--- src/rtl/uart_rx_pkg.sv ---
// Shared types and constants for the UART receive frame sequencer.
package uart_rx_pkg;

  localparam int DATA_W     = 8;
  localparam int PRESCALE_W = 5;
  localparam int BIT_CNT_W  = 4;
  localparam int EDGE_CNT_W = 3;

  localparam logic [PRESCALE_W-1:0] PRESCALE_4 = 5'd4;
  localparam logic [PRESCALE_W-1:0] PRESCALE_8 = 5'd8;

  localparam int START_IDX = 0;
  localparam int PAR_IDX   = DATA_W + 1;

  typedef enum logic [2:0] {
    ST_IDLE   = 3'd0,
    ST_START  = 3'd1,
    ST_DATA   = 3'd2,
    ST_PARITY = 3'd3,
    ST_STOP   = 3'd4,
    ST_DONE   = 3'd5
  } rx_state_e;

  function automatic logic prescale_legal(input logic [PRESCALE_W-1:0] ps);
    return (ps == PRESCALE_4) || (ps == PRESCALE_8);
  endfunction

endpackage

--- src/rtl/uart_rx_if.sv ---
// Bundle between the frame sequencer and the RX line, counter, sampler and checkers.
interface uart_rx_if;
  import uart_rx_pkg::*;

  logic                    RX_IN;
  logic                    PAR_EN;
  logic                    PAR_TYP;
  logic [PRESCALE_W-1:0]   prescale;
  logic [BIT_CNT_W-1:0]    bit_cnt;
  logic [EDGE_CNT_W-1:0]   edge_cnt;
  logic                    sampled_bit;
  logic                    strt_glitch;
  logic                    par_err;
  logic                    stp_err;

  logic                    cnt_enable;
  logic                    dat_samp_en;
  logic                    deser_en;
  logic                    strt_chk_en;
  logic                    par_chk_en;
  logic                    stp_chk_en;
  logic                    par_typ_q;
  logic                    data_valid;
  logic                    par_err_flag;
  logic                    frm_err_flag;
  logic                    break_det;

  modport slave (
    input  RX_IN, PAR_EN, PAR_TYP, prescale, bit_cnt, edge_cnt,
           sampled_bit, strt_glitch, par_err, stp_err,
    output cnt_enable, dat_samp_en, deser_en, strt_chk_en, par_chk_en,
           stp_chk_en, par_typ_q, data_valid, par_err_flag, frm_err_flag,
           break_det
  );

  modport master (
    output RX_IN, PAR_EN, PAR_TYP, prescale, bit_cnt, edge_cnt,
           sampled_bit, strt_glitch, par_err, stp_err,
    input  cnt_enable, dat_samp_en, deser_en, strt_chk_en, par_chk_en,
           stp_chk_en, par_typ_q, data_valid, par_err_flag, frm_err_flag,
           break_det
  );

endinterface

--- src/rtl/uart_rx_edge_decode.sv ---
// Maps the latched oversample ratio to the last edge index of a bit period.
module uart_rx_edge_decode
  import uart_rx_pkg::*;
(
  input  logic [PRESCALE_W-1:0] prescale_i,
  output logic [EDGE_CNT_W-1:0] last_edge_o,
  output logic                  legal_o
);

  always_comb begin
    legal_o     = prescale_legal(prescale_i);
    last_edge_o = '0;
    if (legal_o) last_edge_o = EDGE_CNT_W'(prescale_i - PRESCALE_W'(1));
  end

endmodule

--- src/rtl/uart_rx_fsm.sv ---
// UART receive frame sequencer: strobes sampler, deserializer and checkers per frame.
// Optional break detection is built when UART_RX_BREAK_DET_EN is defined.
//
//   state  | meaning
//   IDLE   | line idle, waiting for a low level with a legal prescale
//   START  | start bit; start checker strobed at bit end
//   DATA   | DATA_W data bits; deserializer strobed at each bit end
//   PARITY | parity bit (only when latched PAR_EN)
//   STOP   | stop bit; frame checker strobed at bit end
//   DONE   | one cycle; data_valid decided, next start may follow directly
module uart_rx_fsm
  import uart_rx_pkg::*;
(
  input  logic      CLK,
  input  logic      RST,
  uart_rx_if.slave  rx_if
);

  localparam logic [BIT_CNT_W-1:0] DATA_LAST = BIT_CNT_W'(PAR_IDX - 1);

  rx_state_e             state_q;
  logic                  par_en_q;
  logic                  par_typ_q;
  logic [PRESCALE_W-1:0] prescale_q;
  logic                  par_flag_q;
  logic                  frm_flag_q;
  logic                  data_valid_q;

  logic [EDGE_CNT_W-1:0] last_edge;
  logic                  prescale_ok_q;
  logic                  cnt_en;
  logic                  bit_end;
  logic                  start_req;
  logic                  enter_start;

  uart_rx_edge_decode u_edge_decode (
    .prescale_i  (prescale_q),
    .last_edge_o (last_edge),
    .legal_o     (prescale_ok_q)
  );

  always_comb begin
    cnt_en      = (state_q == ST_START) || (state_q == ST_DATA) ||
                  (state_q == ST_PARITY) || (state_q == ST_STOP);
    bit_end     = cnt_en && prescale_ok_q && (rx_if.edge_cnt == last_edge);
    start_req   = !rx_if.RX_IN && prescale_legal(rx_if.prescale);
    enter_start = start_req && ((state_q == ST_IDLE) || (state_q == ST_DONE));
  end

  always_comb begin
    rx_if.cnt_enable  = cnt_en;
    rx_if.dat_samp_en = (state_q == ST_START) || (state_q == ST_DATA);
    rx_if.strt_chk_en = (state_q == ST_START)  && bit_end;
    rx_if.deser_en    = (state_q == ST_DATA)   && bit_end;
    rx_if.par_chk_en  = (state_q == ST_PARITY) && bit_end;
    rx_if.stp_chk_en  = (state_q == ST_STOP)   && bit_end;
  end

  always_ff @(posedge CLK or negedge RST) begin
    if (!RST) begin
      state_q      <= ST_IDLE;
      par_en_q     <= 1'b0;
      par_typ_q    <= 1'b0;
      prescale_q   <= '0;
      par_flag_q   <= 1'b0;
      frm_flag_q   <= 1'b0;
      data_valid_q <= 1'b0;
    end else begin
      data_valid_q <= 1'b0;
      // Config is sampled only here, so mid-frame changes wait for the next frame.
      if (enter_start) begin
        par_en_q   <= rx_if.PAR_EN;
        par_typ_q  <= rx_if.PAR_TYP;
        prescale_q <= rx_if.prescale;
        par_flag_q <= 1'b0;
        frm_flag_q <= 1'b0;
      end
      case (state_q)
        ST_IDLE: begin
          if (start_req) state_q <= ST_START;
        end
        ST_START: begin
          if (bit_end) state_q <= rx_if.strt_glitch ? ST_IDLE : ST_DATA;
        end
        ST_DATA: begin
          if (bit_end && (rx_if.bit_cnt == DATA_LAST))
            state_q <= par_en_q ? ST_PARITY : ST_STOP;
        end
        ST_PARITY: begin
          if (bit_end) begin
            if (rx_if.par_err) par_flag_q <= 1'b1;
            state_q <= ST_STOP;
          end
        end
        ST_STOP: begin
          if (bit_end) begin
            if (rx_if.stp_err) frm_flag_q <= 1'b1;
            state_q <= ST_DONE;
          end
        end
        ST_DONE: begin
          data_valid_q <= !par_flag_q && !frm_flag_q;
          state_q      <= start_req ? ST_START : ST_IDLE;
        end
        default: state_q <= ST_IDLE;
      endcase
    end
  end

  assign rx_if.par_typ_q    = par_typ_q;
  assign rx_if.data_valid   = data_valid_q;
  assign rx_if.par_err_flag = par_flag_q;
  assign rx_if.frm_err_flag = frm_flag_q;

`ifdef UART_RX_BREAK_DET_EN
  logic all_zero_q;
  logic break_q;

  // A break is a frame of all-zero data whose stop bit was also low.
  always_ff @(posedge CLK or negedge RST) begin
    if (!RST) begin
      all_zero_q <= 1'b0;
      break_q    <= 1'b0;
    end else begin
      break_q <= (state_q == ST_DONE) && all_zero_q && frm_flag_q;
      if (enter_start)
        all_zero_q <= 1'b1;
      else if (rx_if.deser_en)
        all_zero_q <= all_zero_q && !rx_if.sampled_bit;
    end
  end

  assign rx_if.break_det = break_q;
`else
  assign rx_if.break_det = 1'b0;
`endif

endmodule

--- src/flat_wrapper.sv ---
// flat-port wrapper written by rule: the top's interface ports become plain ports
module uart_rx_fsm_flat import uart_rx_pkg::*;
  (CLK, RST, rx_if_RX_IN, rx_if_PAR_EN, rx_if_PAR_TYP, rx_if_prescale, rx_if_bit_cnt, rx_if_edge_cnt, rx_if_sampled_bit, rx_if_strt_glitch, rx_if_par_err, rx_if_stp_err, rx_if_cnt_enable, rx_if_dat_samp_en, rx_if_deser_en, rx_if_strt_chk_en, rx_if_par_chk_en, rx_if_stp_chk_en, rx_if_par_typ_q, rx_if_data_valid, rx_if_par_err_flag, rx_if_frm_err_flag, rx_if_break_det);
  uart_rx_if rx_if_i ();
  input  logic CLK;
  input  logic RST;
  input wire logic [$bits(rx_if_i.RX_IN)-1:0] rx_if_RX_IN;
  input wire logic [$bits(rx_if_i.PAR_EN)-1:0] rx_if_PAR_EN;
  input wire logic [$bits(rx_if_i.PAR_TYP)-1:0] rx_if_PAR_TYP;
  input wire logic [$bits(rx_if_i.prescale)-1:0] rx_if_prescale;
  input wire logic [$bits(rx_if_i.bit_cnt)-1:0] rx_if_bit_cnt;
  input wire logic [$bits(rx_if_i.edge_cnt)-1:0] rx_if_edge_cnt;
  input wire logic [$bits(rx_if_i.sampled_bit)-1:0] rx_if_sampled_bit;
  input wire logic [$bits(rx_if_i.strt_glitch)-1:0] rx_if_strt_glitch;
  input wire logic [$bits(rx_if_i.par_err)-1:0] rx_if_par_err;
  input wire logic [$bits(rx_if_i.stp_err)-1:0] rx_if_stp_err;
  output wire logic [$bits(rx_if_i.cnt_enable)-1:0] rx_if_cnt_enable;
  output wire logic [$bits(rx_if_i.dat_samp_en)-1:0] rx_if_dat_samp_en;
  output wire logic [$bits(rx_if_i.deser_en)-1:0] rx_if_deser_en;
  output wire logic [$bits(rx_if_i.strt_chk_en)-1:0] rx_if_strt_chk_en;
  output wire logic [$bits(rx_if_i.par_chk_en)-1:0] rx_if_par_chk_en;
  output wire logic [$bits(rx_if_i.stp_chk_en)-1:0] rx_if_stp_chk_en;
  output wire logic [$bits(rx_if_i.par_typ_q)-1:0] rx_if_par_typ_q;
  output wire logic [$bits(rx_if_i.data_valid)-1:0] rx_if_data_valid;
  output wire logic [$bits(rx_if_i.par_err_flag)-1:0] rx_if_par_err_flag;
  output wire logic [$bits(rx_if_i.frm_err_flag)-1:0] rx_if_frm_err_flag;
  output wire logic [$bits(rx_if_i.break_det)-1:0] rx_if_break_det;
  assign rx_if_i.RX_IN = rx_if_RX_IN;
  assign rx_if_i.PAR_EN = rx_if_PAR_EN;
  assign rx_if_i.PAR_TYP = rx_if_PAR_TYP;
  assign rx_if_i.prescale = rx_if_prescale;
  assign rx_if_i.bit_cnt = rx_if_bit_cnt;
  assign rx_if_i.edge_cnt = rx_if_edge_cnt;
  assign rx_if_i.sampled_bit = rx_if_sampled_bit;
  assign rx_if_i.strt_glitch = rx_if_strt_glitch;
  assign rx_if_i.par_err = rx_if_par_err;
  assign rx_if_i.stp_err = rx_if_stp_err;
  assign rx_if_cnt_enable = rx_if_i.cnt_enable;
  assign rx_if_dat_samp_en = rx_if_i.dat_samp_en;
  assign rx_if_deser_en = rx_if_i.deser_en;
  assign rx_if_strt_chk_en = rx_if_i.strt_chk_en;
  assign rx_if_par_chk_en = rx_if_i.par_chk_en;
  assign rx_if_stp_chk_en = rx_if_i.stp_chk_en;
  assign rx_if_par_typ_q = rx_if_i.par_typ_q;
  assign rx_if_data_valid = rx_if_i.data_valid;
  assign rx_if_par_err_flag = rx_if_i.par_err_flag;
  assign rx_if_frm_err_flag = rx_if_i.frm_err_flag;
  assign rx_if_break_det = rx_if_i.break_det;
  uart_rx_fsm u_core (.CLK(CLK), .RST(RST), .rx_if(rx_if_i));
endmodule
--- config.mk ---
export PLATFORM = sky130hd
export DESIGN_NAME = uart_rx_fsm_flat
export DESIGN_NICKNAME = d
export VERILOG_FILES = /design/src/rtl/uart_rx_pkg.sv /design/src/rtl/uart_rx_if.sv /design/src/rtl/uart_rx_edge_decode.sv /design/src/rtl/uart_rx_fsm.sv /design/src/flat_wrapper.sv
export SDC_FILE = /design/constraint.sdc
export NUM_CORES = 1
export LEC_CHECK = 0
export CAP_MARGIN = 20
export CELL_PAD_IN_SITES_DETAIL_PLACEMENT = 0
export CELL_PAD_IN_SITES_GLOBAL_PLACEMENT = 1
export CORE_ASPECT_RATIO = 1.5
export CORE_UTILIZATION = 27
export DETAILED_ROUTE_END_ITERATION = 8
export GPL_ROUTABILITY_DRIVEN = 0
export PLACE_DENSITY = 0.71
export SLEW_MARGIN = 20
export SYNTH_ARGS = -nofsm -noshare
export SYNTH_HDL_FRONTEND = slang
export SYNTH_SLANG_ARGS = --single-unit
export TNS_END_PERCENT = 50
--- constraint.sdc ---
create_clock -name CLK -period 2.52 [get_ports CLK]
set_clock_uncertainty 0.15 [all_clocks]
set_input_delay 0.756 -clock CLK [delete_from_list [all_inputs] [get_ports CLK]]
set_output_delay 0.756 -clock CLK [all_outputs]
set_load 0.01 [all_outputs]
# --- Yosys cells after proc, flatten, opt, wreduce, memory -nomap -nowiden ---
# Cells that the tools add are included.
word_totals:
  regBits: 13
  inputBits: 21
  out_inout_bits: 11
op_classes:
  addsub: 1
  n_eq_ne: 16
  muxes: 19
  reduce_logical: 21
op_table:
  columns: ["op", "count"]
  rows:
  - ["2-to-1 mux 3 bit", 7]
  - ["one-hot mux 3 bit (6 select lines)", 1]
  - ["equality test 5 x 3 -> 1 bit, second input constant", 2]
  - ["equality test 5 x 4 -> 1 bit, second input constant", 2]
  - ["logical AND 1 bit", 10]
  - ["2-to-1 mux 1 bit", 10]
  - ["inequality test 2 x 1 -> 1 bit, second input constant", 4]
  - ["equality test 3 x 2 -> 1 bit, second input constant", 2]
  - ["equality test 3 bit, second input constant", 2]
  - ["logical OR 1 bit", 6]
  - ["AND reduction 5 bit", 1]
  - ["equality test 4 bit, second input constant", 1]
  - ["equality test 3 x 1 -> 1 bit, second input constant", 1]
  - ["equality test 3 bit", 1]
  - ["zero test 1 bit", 3]
  - ["zero test 3 bit", 1]
  - ["subtractor 3 x 1 -> 3 bit, second input constant", 1]
  - ["2-to-1 mux 2 bit", 1]
  - ["inequality test 2 bit, second input constant", 1]

# --- Longest topological paths before layout ---
# Gate-level depths: netlist (run 1).
logic_depth:
  word_depth: 9
  depth_mapped: 6
  depth_no_buf: 6

# --- Hierarchy ---
# Synthesis (run 1) repeated with hierarchy kept, for this count alone.
unflattened:
  cells_unflattened: 77
  area_unflattened_um2: 798.3
by_module_without_submodules:
  columns: ["module", "n_inst", "cells_each", "area_per_inst_um2", "seq_area_each_um2"]
  rows:
  - ["uart_rx_fsm", 1, 68, 734.5, 325.3]
  - ["uart_rx_edge_decode", 1, 9, 63.8, 0.0]

# --- Least setup slack after synthesis (run 1) ---
# No wires, ideal clock.
synth_path:
  path_kind: "input to output"
  from: "input rx_if_edge_cnt[1]"
  to: "output rx_if_deser_en"
  arrival_time_ps: 1773
  setup_slack_ps: -159
  path_stages: 4
  cell_sequence: "xor2_1 o2111ai_2 or3b_2 nor2_1"
synth_via:
  elab_chain_len: 3
synth_lines:
  columns: ["item", "line_no", "source"]
  rows:
  - ["start, declared", "flat_wrapper.sv:12", "input wire logic [$bits(rx_if_i.edge_cnt)-1:0] rx_if_edge_cnt;"]
  - ["equality test 3 bit", "uart_rx_fsm.sv:45", "bit_end = cnt_en && prescale_ok_q && (rx_if.edge_cnt == last_edge);"]
  - ["logical AND 1 bit", "uart_rx_fsm.sv:45", null]
  - ["logical AND 1 bit", "uart_rx_fsm.sv:54", "rx_if.deser_en = (state_q == ST_DATA) && bit_end;"]
  - ["end, declared", "flat_wrapper.sv:19", "output wire logic [$bits(rx_if_i.deser_en)-1:0] rx_if_deser_en;"]
# Every way passes these cells.

# --- Worst setup path after layout (run 1) ---
layout_path:
  from: "register u_core.prescale_q[0]"
  to: "output rx_if_deser_en"
layout_via:
  elab_chain_len: 6
  elab_cells_between_ends: 9
  cone_classes: "1 x add/sub; 3 x eq/ne; 1 x mux; 4 x reduce/logical"
layout_lines:
  columns: ["item", "line_no", "source"]
  rows:
  - ["start, declared", "uart_rx_fsm.sv:24", "logic [PRESCALE_W-1:0] prescale_q;"]
  - ["start signal, assigned", "uart_rx_fsm.sv:74", "prescale_q <= rx_if.prescale;"]
  - ["parallel branches: the longest is 4 deep, another holds subtractor 3 x 1 -> 3 bit", null, null]
  - ["logical AND 1 bit *", "uart_rx_fsm.sv:45", null]
  - ["logical AND 1 bit *", "uart_rx_fsm.sv:54", null]
# Every way passes the cells marked *.

==> results of run 1 <==
where the power goes:
group | switching (mW) | internal, mW | total (mW)
Sequential | 0 | 0.208 | 0.208
Combinational | 0.0159 | 0.0281 | 0.0440
Clock | 0.0666 | 0.0614 | 0.128
Total | 0.0825 | 0.298 | 0.380
cells by family (layout without fill, tap and decap cells):
| kind of cell | after synthesis | in the layout | share of synthesized area [%] |
|---|---|---|---|
| adder cells (fa/ha/maj) | 1 | 1 | 1.77 |
| flip-flops | 13 | 13 | 45.9 |
| AND/OR/NAND/NOR | 24 | 24 | 24.4 |
| buffers and inverters | 8 | 48 | 4.77 |
| AO/OA/AOI/OAI | 10 | 10 | 10.2 |
| other | 1 | 1 | 0.530 |
| multiplexers | 4 | 4 | 6.18 |
| XOR/XNOR | 5 | 5 | 6.18 |
routing by layer:
metal	vias to the layer above	GRT usage, %	share of wire (%)
met2	22	26.3	52
met5	-	0	0
li1	313	-	-
met4	0	8.20	2.4
met1	307	14.7	39
met3	5	3.34	5.8
state kept, by name (all words and copies together), names as in the netlist:
register,count
u_core.rx_if.par_err_flag,1
u_core.rx_if.data_valid,1
u_core.par_en_q,1
u_core.prescale_q,5
u_core.state_q,3
u_core.rx_if.frm_err_flag,1
u_core.rx_if.par_typ_q,1
cells in the mapped netlist:
library cell / n / share of area (%)
dfrtp_1: 13 / 46
inv_1: 4 / 2.1
xor2_1: 4 / 4.9
a21oi_1: 3 / 2.1
clkbuf_1: 3 / 1.6
mux2_2: 3 / 4.8
nand2b_1: 3 / 2.7
nor2_1: 3 / 1.6
a31oi_1: 2 / 1.8
and2_1: 2 / 1.8
nand4b_1: 2 / 2.5
nor3_1: 2 / 1.4
nor4b_1: 2 / 2.5
a22o_1: 1 / 1.2
a32o_1: 1 / 1.4
and3b_1: 1 / 1.2
buf_4: 1 / 1.1
conb_1: 1 / 0.53
ha_1: 1 / 1.8
mux2i_1: 1 / 1.4
nand3_2: 1 / 1.4
nand3b_1: 1 / 1.1
nor2b_1: 1 / 0.88
nor3b_1: 1 / 1.1
nor3b_2: 1 / 1.8
nor4_1: 1 / 0.88
o2111ai_2: 1 / 2.1
o21ai_0: 1 / 0.71
o22ai_1: 1 / 0.88
or3_2: 1 / 1.1
or3b_2: 1 / 1.2
or4b_1: 1 / 1.4
xnor2_1: 1 / 1.2
stage by stage:
stage,util (%),setup TNS [ns],power [mW]
2_1_floorplan,-,-0.0314,0.220
3_3_place_gp,43.6,-4.19,0.255
3_5_place_dp,43.6,-4.41,0.256
4_1_cts,46.4,-1.07,0.391
5_1_grt,47.8,-1.38,0.405
6_report,47.8,-0.871,0.380
worst max path at each step:
stage                                     start                to  slack, ns  depth (start not counted)
2_1_floorplan                 rx_if_edge_cnt[0]    rx_if_deser_en      -0.03                          4
3_5_place_dp                  rx_if_edge_cnt[2]    rx_if_deser_en      -1.09                          6
4_1_cts        u_core.prescale_q[0]$_DFFE_PN0P_    rx_if_deser_en      -0.35                          7
3_3_place_gp                  rx_if_edge_cnt[2]    rx_if_deser_en      -1.05                          6
5_1_grt        u_core.prescale_q[0]$_DFFE_PN0P_  rx_if_par_chk_en      -0.41                          8
6_report       u_core.prescale_q[0]$_DFFE_PN0P_    rx_if_deser_en      -0.29                          7
final cells by class:
type | instances | area (um2) | share of cell area (%)
Clock buffer | 4 | 26.3 | 2.22
Inverter | 4 | 15.0 | 1.27
Multi-Input combinational cell | 45 | 440 | 37.2
Sequential cell | 13 | 328 | 27.7
Tap cell | 24 | 30.0 | 2.53
Timing Repair Buffer | 40 | 345 | 29.1
what timing repair did:
action	CTS	global route
buffers inserted	2	1
resized for setup	42	6
setup endpoints to repair	6	4
pin swaps	8	5
==> results.py, run 1 <==
metrics = {
    "sta": {
        "period_share_pct": 111,
        "rsz0062_at_grt": "true",
        "setup_violations": 4,
        "fmax_mhz": 356,
        "worst_slack_ns": -0.286,
        "hold_viol": 0,
        "max_slew_margin_pct": 60.2,
        "fin_crit_ns": 2.81,
        "worstMarginPinSlew_ns": 0.596,
        "finalMaxSlewViolations": 0,
        "whs_ns": 0.327,
    },
    "finish": {
        "stdcell_area_um2": 1180,
        "fillCellCount": 246,
        "area_growth_pct": 67.3,
        "fin_nets": 129,
        "mostFrequentLayoutCells": "clkdlybuf4s50_1, dfrtp_1, buf_4, buf_2",
        "antenna_cells": 0,
        "final_common_cell": "clkdlybuf4s50_1",
        "final_cells": 130,
        "final_layout_size_suffix_gt1_share_pct": 39.6,
    },
    "min_path": {
        "min_path_cells": 1,
        "hold_start": "u_core.rx_if.frm_err_flag$_DFF_PN0_",
        "min_path_type": "flop to flop",
        "hold_end": "u_core.rx_if.data_valid$_DFF_PN0_",
    },
    "grt": {
        "grt-ovfl-total": 0,
        "grt_pass1_vias": 730,
        "grt_first_pass_wirelength_um": 3020,
        "antenna_found_initial": 0,
        "grt_max_degree": 14,
        "grt.total_usage_pct": 14.6,
    },
    "setup_path": {
        "rr_worst_depth": 7,
        "slowest_delay_ns": 0.42,
        "start_kind": "flop",
        "worst-setup-path-type": "flop to primary output",
        "r2r_end": "u_core.state_q[0]$_DFFE_PN0P_",
        "end_kind": "primary output",
        "reg2reg_from": "u_core.prescale_q[0]$_DFFE_PN0P_",
        "r2r_slack_ns": 0.55,
        "timing.critical_path.buf_inv": 2,
        "worstPathMaxFanout": 5,
        "worstPathRequired_ns": 1.61,
        "crit_chain": "inv_2 -> ha_4 -> xor2_4 -> o2111ai_4 -> or3b_4 -> nor2_4 -> buf_6",
        "cpLargestDelayFamily": "simple AND/OR/NAND/NOR gates",
        "critPathArrivalTime_ns": 1.90,
        "critPathSlowestCell": "or3b_4",
    },
    "job": {
        "cap_violations": 0,
    },
    "clock_tree": {
        "cts_tree": "yes",
        "cts_root_buffer": "clkbuf_4",
        "cts_hold_buf": 0,
        "cts.clk_slew.worst_paths_ns": 0.08,
        "cts_buffer_depth": 2,
        "htreeDepth": 1,
        "clk_latency_ns": 0.28,
        "cts_sinks": 13,
        "numCtsBuffers": 3,
    },
    "routing": {
        "detail-route-antenna-nets": 0,
        "num_vias": 647,
        "routed_wl_um": 1720,
        "routedWlPerCell_um": 13.2,
        "firstDrtPassIters": 6,
        "drt_iter0_drc": 10,
        "routed_via_density": 4.98,
        "drc": 4,
    },
    "floorplan": {
        "die_w_um": 43.8,
        "fp-row-count": 22,
        "die-area_um2": 2840,
        "start_util_pct": 28.6,
        "core_area_um2": 2480,
        "pin_count": 32,
        "fp.dieH_um": 64.7,
    },
    "logic_synthesis": {
        "syn_nets": 88,
        "ys_types": 33,
        "synth_warnings": 0,
        "syn_inst": 66,
        "synthesis.area_um2": 708,
        "ys_seq_area_share_pct": 45.9,
        "ys_ff_latch": 13,
        "avgSynthCellArea_um2": 10.7,
    },
    "pwr": {
        "p_per_area_nw_per_um2": 321,
        "ir_drop_mv": 0.211,
        "power.leakage_nw": 0.528,
    },
    "placement": {
        "hpwl_um": 1300,
        "placed_area_um2": 1080,
        "port_buffers": 29,
        "place_inst": 123,
        "dp_slack_ns": -1.09,
    },
    "outcome": {
        "violations": "DRC, setup timing",
        "outcome": "finished with violations",
    },
}
Note: power is estimated with default switching activity, not from simulation.
==> inputs of run 2 (changes only) <==
--- a/config.mk
+++ b/config.mk
@@ -9,6 +9,7 @@
 export CELL_PAD_IN_SITES_DETAIL_PLACEMENT = 0
 export CELL_PAD_IN_SITES_GLOBAL_PLACEMENT = 1
 export CORE_ASPECT_RATIO = 1.5
+export CORE_MARGIN = 2
 export CORE_UTILIZATION = 27
 export DETAILED_ROUTE_END_ITERATION = 8
 export GPL_ROUTABILITY_DRIVEN = 0
==> results.py, run 2 (synthesis gave the netlist of run 1 again) <==
metrics = {
    "outcome": {
        "outcome": "finished with violations",
        "violations": "setup timing",
    },
    "sta": {
        "rsz0062_at_grt": "true",
        "whs_ns": 0.337,
        "max_slew_margin_pct": 60.0,
        "fin_crit_ns": 2.93,
        "worstMarginPinSlew_ns": 0.598,
        "hold_viol": 0,
        "finalMaxSlewViolations": 0,
        "fmax_mhz": 341,
        "period_share_pct": 116,
        "worst_slack_ns": -0.412,
        "setup_violations": 4,
    },
    "grt": {
        "grt-ovfl-total": 0,
        "grt_first_pass_wirelength_um": 2810,
        "grt.total_usage_pct": 12.6,
        "grt_pass1_vias": 712,
        "antenna_found_initial": 0,
        "grt_max_degree": 14,
    },
    "setup_path": {
        "worstPathMaxFanout": 4,
        "end_kind": "primary output",
        "worstPathRequired_ns": 1.61,
        "r2r_slack_ns": 0.35,
        "r2r_end": "u_core.state_q[1]$_DFFE_PN0P_",
        "critPathArrivalTime_ns": 2.03,
        "reg2reg_from": "u_core.prescale_q[1]$_DFFE_PN0P_",
        "start_kind": "flop",
        "worst-setup-path-type": "flop to primary output",
        "rr_worst_depth": 8,
    },
    "finish": {
        "reg_top3": "u_core.prescale_q: 5 flops, u_core.state_q: 3 flops",
        "mostFrequentLayoutCells": "clkdlybuf4s50_1, buf_4, dfrtp_1, buf_2",
        "final_common_cell": "clkdlybuf4s50_1",
        "fin_nets": 135,
        "largest_register_ffs": 5,
        "largest-register": "u_core.prescale_q",
        "fillCellCount": 236,
        "finalCoreUtilization_pct": 48.9,
        "area_growth_pct": 71.2,
        "antenna_cells": 0,
        "final_cells": 136,
        "stdcell_area_um2": 1210,
        "final_layout_size_suffix_gt1_share_pct": 41.1,
    },
    "routing": {
        "drc": 0,
        "routed_wl_um": 1790,
        "routedWlPerCell_um": 13.2,
        "detail-route-antenna-nets": 0,
        "firstDrtPassIters": 3,
        "routed_via_density": 4.98,
        "num_vias": 677,
        "drt_iter0_drc": 10,
    },
    "clock_tree": {
        "cts_buffer_depth": 2,
        "htreeDepth": 1,
        "cts.clk_slew.worst_paths_ns": 0.08,
        "numCtsBuffers": 3,
        "cts_root_buffer": "clkbuf_4",
        "clk_latency_ns": 0.28,
        "cts_sinks": 13,
        "cts_tree": "yes",
    },
    "min_path": {
        "hold_start": "u_core.rx_if.par_err_flag$_DFF_PN0_",
        "hold_end": "u_core.rx_if.data_valid$_DFF_PN0_",
        "min_path_cells": 1,
        "min_path_type": "flop to flop",
    },
    "pwr": {
        "swShare_pct": 21.5,
        "ir_drop_mv": 0.201,
        "power.leakage_nw": 0.561,
        "p_seq_share_pct": 55.0,
        "power_switching_uw": 81.3,
        "p_comb_share_pct": 11.2,
        "p_int_uw": 297,
        "p_clk_share_pct": 33.8,
        "p_per_area_nw_per_um2": 312,
        "finalPower_uw": 379,
    },
    "placement": {
        "placed_area_um2": 1100,
        "port_buffers": 29,
        "hpwl_um": 1320,
        "place_inst": 126,
    },
    "floorplan": {
        "pin_count": 32,
        "die-area_um2": 3060,
        "die_w_um": 45.8,
        "fp-row-count": 22,
        "fp.dieH_um": 66.7,
        "core_area_um2": 2480,
        "start_util_pct": 28.6,
    },
    "job": {
        "cap_violations": 0,
    },
}
==> run 2: power by group through the flow <==
stage | clock, mW | combinational (mW) | sequential (mW)
after floorplan | 0 | 0.00743 | 0.213
after global placement | 0 | 0.0432 | 0.213
after detailed placement | 0 | 0.0439 | 0.213
after CTS | 0.133 | 0.0439 | 0.208
after global routing | 0.143 | 0.0465 | 0.208
final | 0.128 | 0.0425 | 0.208
==> run 2: how the worst max path moves through the flow <==
stage	startpoint	to	slack (ns)	cells after the start
after floorplan	rx_if_edge_cnt[0]	rx_if_deser_en	-0.03	4
after global placement	rx_if_edge_cnt[0]	rx_if_deser_en	-1.08	6
after detailed placement	rx_if_edge_cnt[0]	rx_if_deser_en	-1.10	6
after CTS	u_core.prescale_q[0]$_DFFE_PN0P_	rx_if_deser_en	-0.49	8
after global routing	u_core.prescale_q[1]$_DFFE_PN0P_	rx_if_deser_en	-0.50	8
final	u_core.prescale_q[1]$_DFFE_PN0P_	rx_if_deser_en	-0.41	8
==> run 2: layout make-up <==
cell class,count,area (um2),share of cell area (%)
Tap cell,24,30.0,2.48
Clock buffer,4,26.3,2.17
Timing Repair Buffer,46,398,32.8
Multi-Input combinational cell,45,415,34.3
Inverter,4,15.0,1.24
Sequential cell,13,328,27.0
==> run 2: metrics by stage <==
step                setup WS (ns)  setup TNS, ns
floorplan                 -0.0314        -0.0314
finish                     -0.412         -0.986
global route               -0.498          -1.36
CTS                        -0.492          -1.19
detailed placement          -1.10          -4.23
global placement            -1.08          -4.17
==> run 2: routing by layer <==
metal | track usage (%) | wire length, um
met1 | 12.8 | 701
met2 | 23.1 | 928
met3 | 1.90 | 106
met4 | 7.50 | 57
met5 | 0 | 0
==> run 2: critical path, cell delays in order (launching register included) <==
cell       delay, ns
dfrtp_1         0.38
inv_2           0.08
ha_4            0.21
xor2_2          0.19
o2111ai_4       0.17
buf_6           0.16
or3b_4          0.38
nor2_4          0.09
buf_6           0.10
==> run 2: repair_timing <==
item,4_1_cts,5_1_grt
gates resized for setup,40,5
pin swaps,9,6
hold buffers,0,0
setup buffers,4,2
endpoints found under the setup margin,5,5
